### src/rtl/sad_stage_reg.sv
// sad_stage_reg: MEM -> SAD1 pipeline register for the SAD datapath.
// Carries the scalar writeback bundle and captures vector lanes into a
// window bank (SADM=3) or a frame bank (SADM=1/2), with bank-valid flags
// and a saturating frame-capture counter.
// Optional feature macro: SAD_STAGE_FLUSH_EN adds the Flush port (bubble
// insertion, priority over Stall). Without it Flush is tied low internally.
module sad_stage_reg #(
  parameter int unsigned DATA_W    = 32,
  parameter int unsigned REG_AW    = 5,
  parameter int unsigned CTRL_W    = 8,
  parameter int unsigned NUM_LANES = 16,
  parameter int unsigned LANE_W    = 32,
  parameter int unsigned CNT_W     = 4
) (
  input  logic                          Clk,
  input  logic                          Reset_n,
  input  logic                          Stall,
`ifdef SAD_STAGE_FLUSH_EN
  input  logic                          Flush,
`endif
  input  logic                          ValidM,
  input  logic [CTRL_W-1:0]             CtrlM,
  input  logic [DATA_W-1:0]             ALUResultM,
  input  logic [DATA_W-1:0]             MemReadDataM,
  input  logic [DATA_W-1:0]             PCPlus4M,
  input  logic [DATA_W-1:0]             InstructionM,
  input  logic [REG_AW-1:0]             WriteRegM,
  input  logic [1:0]                    SADM,
  input  logic [NUM_LANES*LANE_W-1:0]   VecM,
  output logic                          ValidSAD1,
  output logic [CTRL_W-1:0]             CtrlSAD1,
  output logic [DATA_W-1:0]             ALUResultSAD1,
  output logic [DATA_W-1:0]             MemReadDataSAD1,
  output logic [DATA_W-1:0]             PCPlus4SAD1,
  output logic [DATA_W-1:0]             InstructionSAD1,
  output logic [REG_AW-1:0]             WriteRegSAD1,
  output logic [1:0]                    SADSAD1,
  output logic [NUM_LANES*LANE_W-1:0]   WinSAD1,
  output logic [NUM_LANES*LANE_W-1:0]   FrmSAD1,
  output logic                          WinValidSAD1,
  output logic                          FrmValidSAD1,
  output logic [CNT_W-1:0]              FrmCountSAD1,
  output logic                          BankReadySAD1
);

  localparam logic [CNT_W-1:0] CNT_MAX = '1;

  logic flush;
  logic advance;
  logic capture;

`ifdef SAD_STAGE_FLUSH_EN
  assign flush = Flush;
`else
  assign flush = 1'b0;
`endif

  // Flush forces an advance even while stalled; captures need a real valid op
  assign advance = ~Stall | flush;
  assign capture = advance & ~flush & ValidM;

  // Scalar writeback bundle; flush zeroes only the fields that carry intent
  always_ff @(posedge Clk or negedge Reset_n) begin
    if (!Reset_n) begin
      ValidSAD1       <= 1'b0;
      CtrlSAD1        <= '0;
      ALUResultSAD1   <= '0;
      MemReadDataSAD1 <= '0;
      PCPlus4SAD1     <= '0;
      InstructionSAD1 <= '0;
      WriteRegSAD1    <= '0;
      SADSAD1         <= 2'b00;
    end else if (advance) begin
      ValidSAD1       <= ValidM & ~flush;
      CtrlSAD1        <= flush ? '0 : CtrlM;
      SADSAD1         <= flush ? 2'b00 : SADM;
      ALUResultSAD1   <= ALUResultM;
      MemReadDataSAD1 <= MemReadDataM;
      PCPlus4SAD1     <= PCPlus4M;
      InstructionSAD1 <= InstructionM;
      WriteRegSAD1    <= WriteRegM;
    end
  end

  // Vector banks, valid flags and frame counter; a new window drops the old frame
  always_ff @(posedge Clk or negedge Reset_n) begin
    if (!Reset_n) begin
      WinSAD1      <= '0;
      FrmSAD1      <= '0;
      WinValidSAD1 <= 1'b0;
      FrmValidSAD1 <= 1'b0;
      FrmCountSAD1 <= '0;
    end else if (capture) begin
      case (SADM)
        2'd3: begin
          WinSAD1      <= VecM;
          WinValidSAD1 <= 1'b1;
          FrmValidSAD1 <= 1'b0;
          FrmCountSAD1 <= '0;
        end
        2'd1, 2'd2: begin
          FrmSAD1      <= VecM;
          FrmValidSAD1 <= 1'b1;
          if (FrmCountSAD1 != CNT_MAX) begin
            FrmCountSAD1 <= FrmCountSAD1 + CNT_W'(1);
          end
        end
        default: ;
      endcase
    end
  end

  assign BankReadySAD1 = WinValidSAD1 & FrmValidSAD1;

endmodule

### config.mk
export PLATFORM = sky130hd
export DESIGN_NAME = sad_stage_reg
export DESIGN_NICKNAME = d
export VERILOG_FILES = /design/src/rtl/sad_stage_reg.sv
export SDC_FILE = /design/constraint.sdc
export NUM_CORES = 1
export LEC_CHECK = 0
export CORE_AREA = 2 2 720 722
export CTS_CLUSTER_SIZE = 10
export DETAILED_ROUTE_END_ITERATION = 10
export DIE_AREA = 0 0 722 724
export HOLD_SLACK_MARGIN = 0.02
export REMOVE_ABC_BUFFERS = 1
export SLEW_MARGIN = 20
export SYNTH_ARGS = -nofsm -noshare
export SYNTH_HDL_FRONTEND = slang
export SYNTH_SLANG_ARGS = --single-unit
### constraint.sdc
create_clock -name Clk -period 1.8 [get_ports Clk]
set_input_delay 0.27 -clock Clk [delete_from_list [all_inputs] [get_ports Clk]]
set_output_delay 0.27 -clock Clk [all_outputs]
set_load 0.05 [all_outputs]
Yosys cells after proc, flatten, opt, wreduce, memory -nomap -nowiden
Cells that the tools add are included.
{ "totals": {"input_bits": 659, "output_inout_bits": 1175, "regBits": 1174} }
{ "classes": {"bitwise": 3, "reduce_logical": 6, "n_mux": 3, "addsub": 1, "n_eq_ne": 5} }
{ "op_table": {"columns": ["op", "n"], "rows": [
  ["$pmux 4 s2", 1],
  ["$reduce_and 2->1", 3],
  ["$add 4x1->4 const B", 1],
  ["$eq 2x2->1 const B", 2],
  ["$mux 4", 1],
  ["$ne 4x4->1 const B", 1],
  ["$reduce_and 3->1", 1],
  ["$and 1x1->1", 2],
  ["$eq 2x1->1 const B", 1],
  ["$ne 2x2->1 const B", 1],
  ["$pmux 1 s2", 1],
  ["$reduce_bool 2->1", 1],
  ["$reduce_or 2->1", 1],
  ["$not 1->1", 1]
]} }

Depth between registers and ports, before layout
{ "logic_depth": {"word_depth": 4, "ltp_mapped": 7, "ltp_nobuf": 5} }

Worst setup path before layout
No wires, ideal clock.
{ "synth_timing": {"path_type": "input to register", "start": "in SADM[0]", "end": "reg FrmSAD1[431]", "path_stages": 7, "path_slack_ps": 209, "arrival_time_ps": 1466, "required_ps": 1675, "setup_ps": 125, "path_cell_list": "inv_1 -> ha_1 -> buf_2 -> nand2_4 -> buf_6 -> buf_6 -> mux2_4"} }
{ "synth_via": {"elab_chain_cells": 3, "elab_cells_between_ends": 4} }
{ "synth_lines": {"columns": ["item", "line_no", "rtl"], "rows": [
  ["start: declaration", "28", "input logic [1:0] SADM,"],
  ["$eq 2x1->1 / $eq 2x2->1 (equally long branches)", "94", "case (SADM)"],
  ["$reduce_or 2->1 *", "94", null],
  ["$reduce_and 2->1 (no line) *", null, null],
  ["end signal: assignment", "102", "FrmSAD1 <= VecM;"],
  ["end: declaration", "39", "output logic [NUM_LANES*LANE_W-1:0] FrmSAD1,"]
]} }
Mark *: on every way between the ends. The rest lies on a longest branch, timed or not.
A chain may end at the register's enable or synchronous reset.

Worst setup path after layout
{ "layout_timing": {"start": "reg WinValidSAD1", "end": "out BankReadySAD1"} }
{ "layout_via": {"elab_chain_cells": 1} }
{ "layout_lines": {"columns": ["item", "line_no", "rtl"], "rows": [
  ["start: declaration", "40", "output logic WinValidSAD1,"],
  ["start signal: assignment", "90", "WinValidSAD1 <= 1'b0;"],
  ["start signal: assignment", "97", "WinValidSAD1 <= 1'b1;"],
  ["$and 1x1->1", "113", "assign BankReadySAD1 = WinValidSAD1 & FrmValidSAD1;"],
  ["end: declaration", "43", "output logic BankReadySAD1"]
]} }
No other way between the ends.

==> metrics.log <==
INFO  metric cts_max_path_buffers = 4
INFO  metric synth.cell_area = 46080 um2
INFO  metric critical_path.endpoint_type = output port
INFO  metric layout_commonest_cell = sky130_fd_sc_hd__dfrtp_1
INFO  metric route.final.wire_length = 346600 um
INFO  metric worst_hold_path.num_cells = 2
INFO  metric die_h = 724 um
INFO  metric ctsHtreeMaxLevel = 4
INFO  metric share_of_synthesized_area_occupied_by_flip_flops_and_latches = 63.75%
INFO  metric setup_viol = 7
INFO  metric finalClockSkew = 0.0001211 ns
INFO  metric max-cap-violations = 0
INFO  metric wire_length_of_the_first_global_routing_pass = 424700 um
INFO  metric drt_iter0_markers = 1554
INFO  metric max_slew.worst_pin.slew = 0.7401 ns
INFO  metric grt_max_degree = 83
INFO  metric place.detailed.hpwl = 301000 um
INFO  metric outcome = complete, but fails checks
INFO  metric fillCellCount = 56138
INFO  metric routedWlPerCell = 28.55 um
INFO  metric globalplace.congestion = 1.094
INFO  metric ff_to_ff_start = FrmCountSAD1[0]
INFO  metric placementRows = 264
INFO  metric start_util = 8.943%
INFO  metric finish.cell_count_without_fillers = 12141
INFO  metric synth-seq-cells = 1174
INFO  metric timing.setup.critical_path_class = register to output port
INFO  metric syn_inst = 2509
INFO  metric clk-insertion-delay-late = 0.81 ns
INFO  metric startpoint_type = register
INFO  metric timing_hold_violations_final = 0
INFO  metric setup_ws = -0.05871 ns
INFO  metric die_outline_width = 722 um
INFO  metric timing.max_slew.rel_slack = 50.66%
INFO  metric grt_pass1_vias = 35447
INFO  metric gr-usage-all-layers = 12.68%
INFO  metric share_of_layout_cells_above_drive_strength_1 = 50.54%
INFO  metric ioPinCount = 1834
INFO  metric setup_slack_reg_to_reg = 0.39 ns
INFO  metric ys_types = 23
INFO  metric yosysWarningCount = 0
INFO  metric route.vias.total = 33901
INFO  metric hold_end = FrmSAD1[135]
INFO  metric worst_setup_hold_path_clk_slew = 0.06 ns
INFO  metric postSynthAreaPerCell = 18.37 um2
INFO  metric vias_per_cell = 2.792
INFO  metric drc_errors_left = 0
INFO  metric layout_worst_path_cycle_share = 103.3%
INFO  metric most-common-layout-cells = sky130_fd_sc_hd__dfrtp_1 (1111), sky130_fd_sc_hd__buf_4 (758), sky130_fd_sc_hd__clkdlybuf4s50_1 (656), sky130_fd_sc_hd__mux2_4 (540), sky130_fd_sc_hd__buf_6 (440)
INFO  metric critPathMaxFanout = 2
INFO  metric final.hold.worst_slack = 0.1217 ns
INFO  metric leakagePower = 0.03878 uW
INFO  metric pwr_density_cell = 1426 nW/um2
INFO  metric tritoncts = done
INFO  metric die_area = 522700 um2
INFO  metric io_buffer_count = 1833
INFO  metric grt_antenna_before_repair = 105
INFO  metric fmaxAchievable = 538.0 MHz
INFO  metric detail_route.first_pass.iterations = 7
INFO  metric final_period_minus_worst_setup_slack = 1.859 ns
INFO  metric area_share_of_the_largest_cell_type_after_synthesis = 63.75%
INFO  metric area_delta_synth_final = 91.41%
INFO  metric yosys.area.top_type = sky130_fd_sc_hd__dfrtp_1
INFO  metric hold_start = VecM[135]
INFO  metric core_area = 515300 um2
INFO  metric rsz_0062_raised_after_global_routing = true
INFO  metric root_buffer = sky130_fd_sc_hd__clkbuf_16
INFO  metric cp_data_required_time = 1.53 ns
INFO  metric grt.overflow.total = 0
INFO  metric num-nets-final = 5922
INFO  metric drv_slew = 0
INFO  metric reg2reg_to = FrmCountSAD1[3]
INFO  metric place_inst = 11179
INFO  metric setup_total_negative_slack = -0.1007 ns
INFO  metric power.ir.vdd_worst = 0.0009582 V
INFO  metric failed_checks = setup timing
INFO  metric number_of_buffers_created_by_cts = 154
INFO  metric final_antenna_net_count = 0
INFO  metric clock-sinks = 1174
INFO  metric synth.area.top_cells = sky130_fd_sc_hd__dfrtp_1 (64%), sky130_fd_sc_hd__mux2_4 (18%), sky130_fd_sc_hd__mux2_1 (10%), sky130_fd_sc_hd__mux2_2 (5.3%), sky130_fd_sc_hd__buf_6 (2.6%)
INFO  metric hp-class = input pin to register
INFO  metric rr_worst_depth = 5
INFO  metric worst_ep_arrival_time = 1.59 ns
## what timing repair did
item	in CTS	in global routing
hold buffers	394	0
endpoints found under the hold margin	1329	0
setup endpoints to repair	931	490
resized for setup	1890	26
buffers inserted	262	52
## power breakdown
| group | internal (uW) | leakage [uW] | switching, uW |
|---|---|---|---|
| clock | 17300 | 0.00227 | 12700 |
| sequential | 32100 | 0.0139 | 5190 |
| combinational | 22600 | 0.0226 | 36000 |
| total | 72000 | 0.0388 | 53900 |
## layout make-up
type	count	area (um2)	area share [%]
clock buffers	205	4228	4.793
inverters	2	7.507	0.008511
multi-input cells	1203	15410	17.47
clock inverters	31	420.4	0.4766
well taps	6783	8487	9.622
flip-flops and latches	1174	29460	33.40
diodes	18	45.04	0.05107
repair buffers	2725	30150	34.18
## stage by stage
| stage | setup WS [ns] | util (%) | cell area, um2 | total power, uW |
|---|---|---|---|---|
| finish | -0.05871 | 17.12 | 88200 | 125800 |
| global route | -0.1684 | 17.12 | 88200 | 130800 |
| CTS | -0.1932 | 17.02 | 87680 | 127600 |
| detailed placement | -0.8041 | 14.58 | 75120 | 91720 |
| global placement | -0.8174 | 14.58 | 75120 | 91600 |
| floorplan | -4.800 | - | 44780 | 62350 |
## routing by layer
layer  share of wire [%]  vias to the layer above  global-route usage (%)
li1                    -                    14386                       -
met4                 4.9                       18                   5.319
met3                  13                      464                   7.303
met2                  44                     1560                   19.38
met5               0.036                        -                       0
met1                  38                    17473                   14.39
## cell usage after synthesis, drive strengths merged
master	n
nand2	7
nor2	3
nor3	1
nor2b	1
nor3b	1
ha	3
inv	2
a2bb2oi	2
buf	129
and2	1
clkbuf	1
nand4	1
and3	1
o21ai	6
nand4b	1
nand3	6
nand2b	3
mux2	1166
dfrtp	1174
## flip-flops by register name (all words and copies together), names as in the netlist
signal,cells
FrmValidSAD1,1
FrmCountSAD1,4
PCPlus4SAD1,32
ALUResultSAD1,32
InstructionSAD1,32
FrmSAD1,512
WinSAD1,512
CtrlSAD1,8
ValidSAD1,1
WinValidSAD1,1
SADSAD1,2
WriteRegSAD1,5
MemReadDataSAD1,32
## logic make-up (layout without fill, tap and decap cells)
group	after synthesis	count (layout)	synth area share, %
mux	1166	1166	32.89
other cells	0	18	0
flops	1174	1174	63.75
buf+inv	132	2963	2.851
compound gates	8	8	0.1032
simple gates	26	26	0.3204
fa+ha+maj	3	3	0.08146
## critical path: stages, from the launching register on
cell and delay, ns:
sky130_fd_sc_hd__dfrtp_2 0.41, sky130_fd_sc_hd__and2_4 0.19, sky130_fd_sc_hd__buf_12 0.15
## worst max path at each step
stage | from | endpoint | slack, ns | cells past startpoint
after global routing | WinValidSAD1 | BankReadySAD1 | -0.17 | 2
after floorplan | SADM[0] | WinSAD1[0] | -4.80 | 3
after detailed placement | SADM[0] | FrmSAD1[304] | -0.80 | 7
after CTS | FrmSAD1[428] | FrmSAD1[428] | -0.19 | 1
final | WinValidSAD1 | BankReadySAD1 | -0.06 | 2
after global placement | SADM[0] | FrmSAD1[298] | -0.82 | 7
No activity file was read; power rests on OpenSTA's default activity.
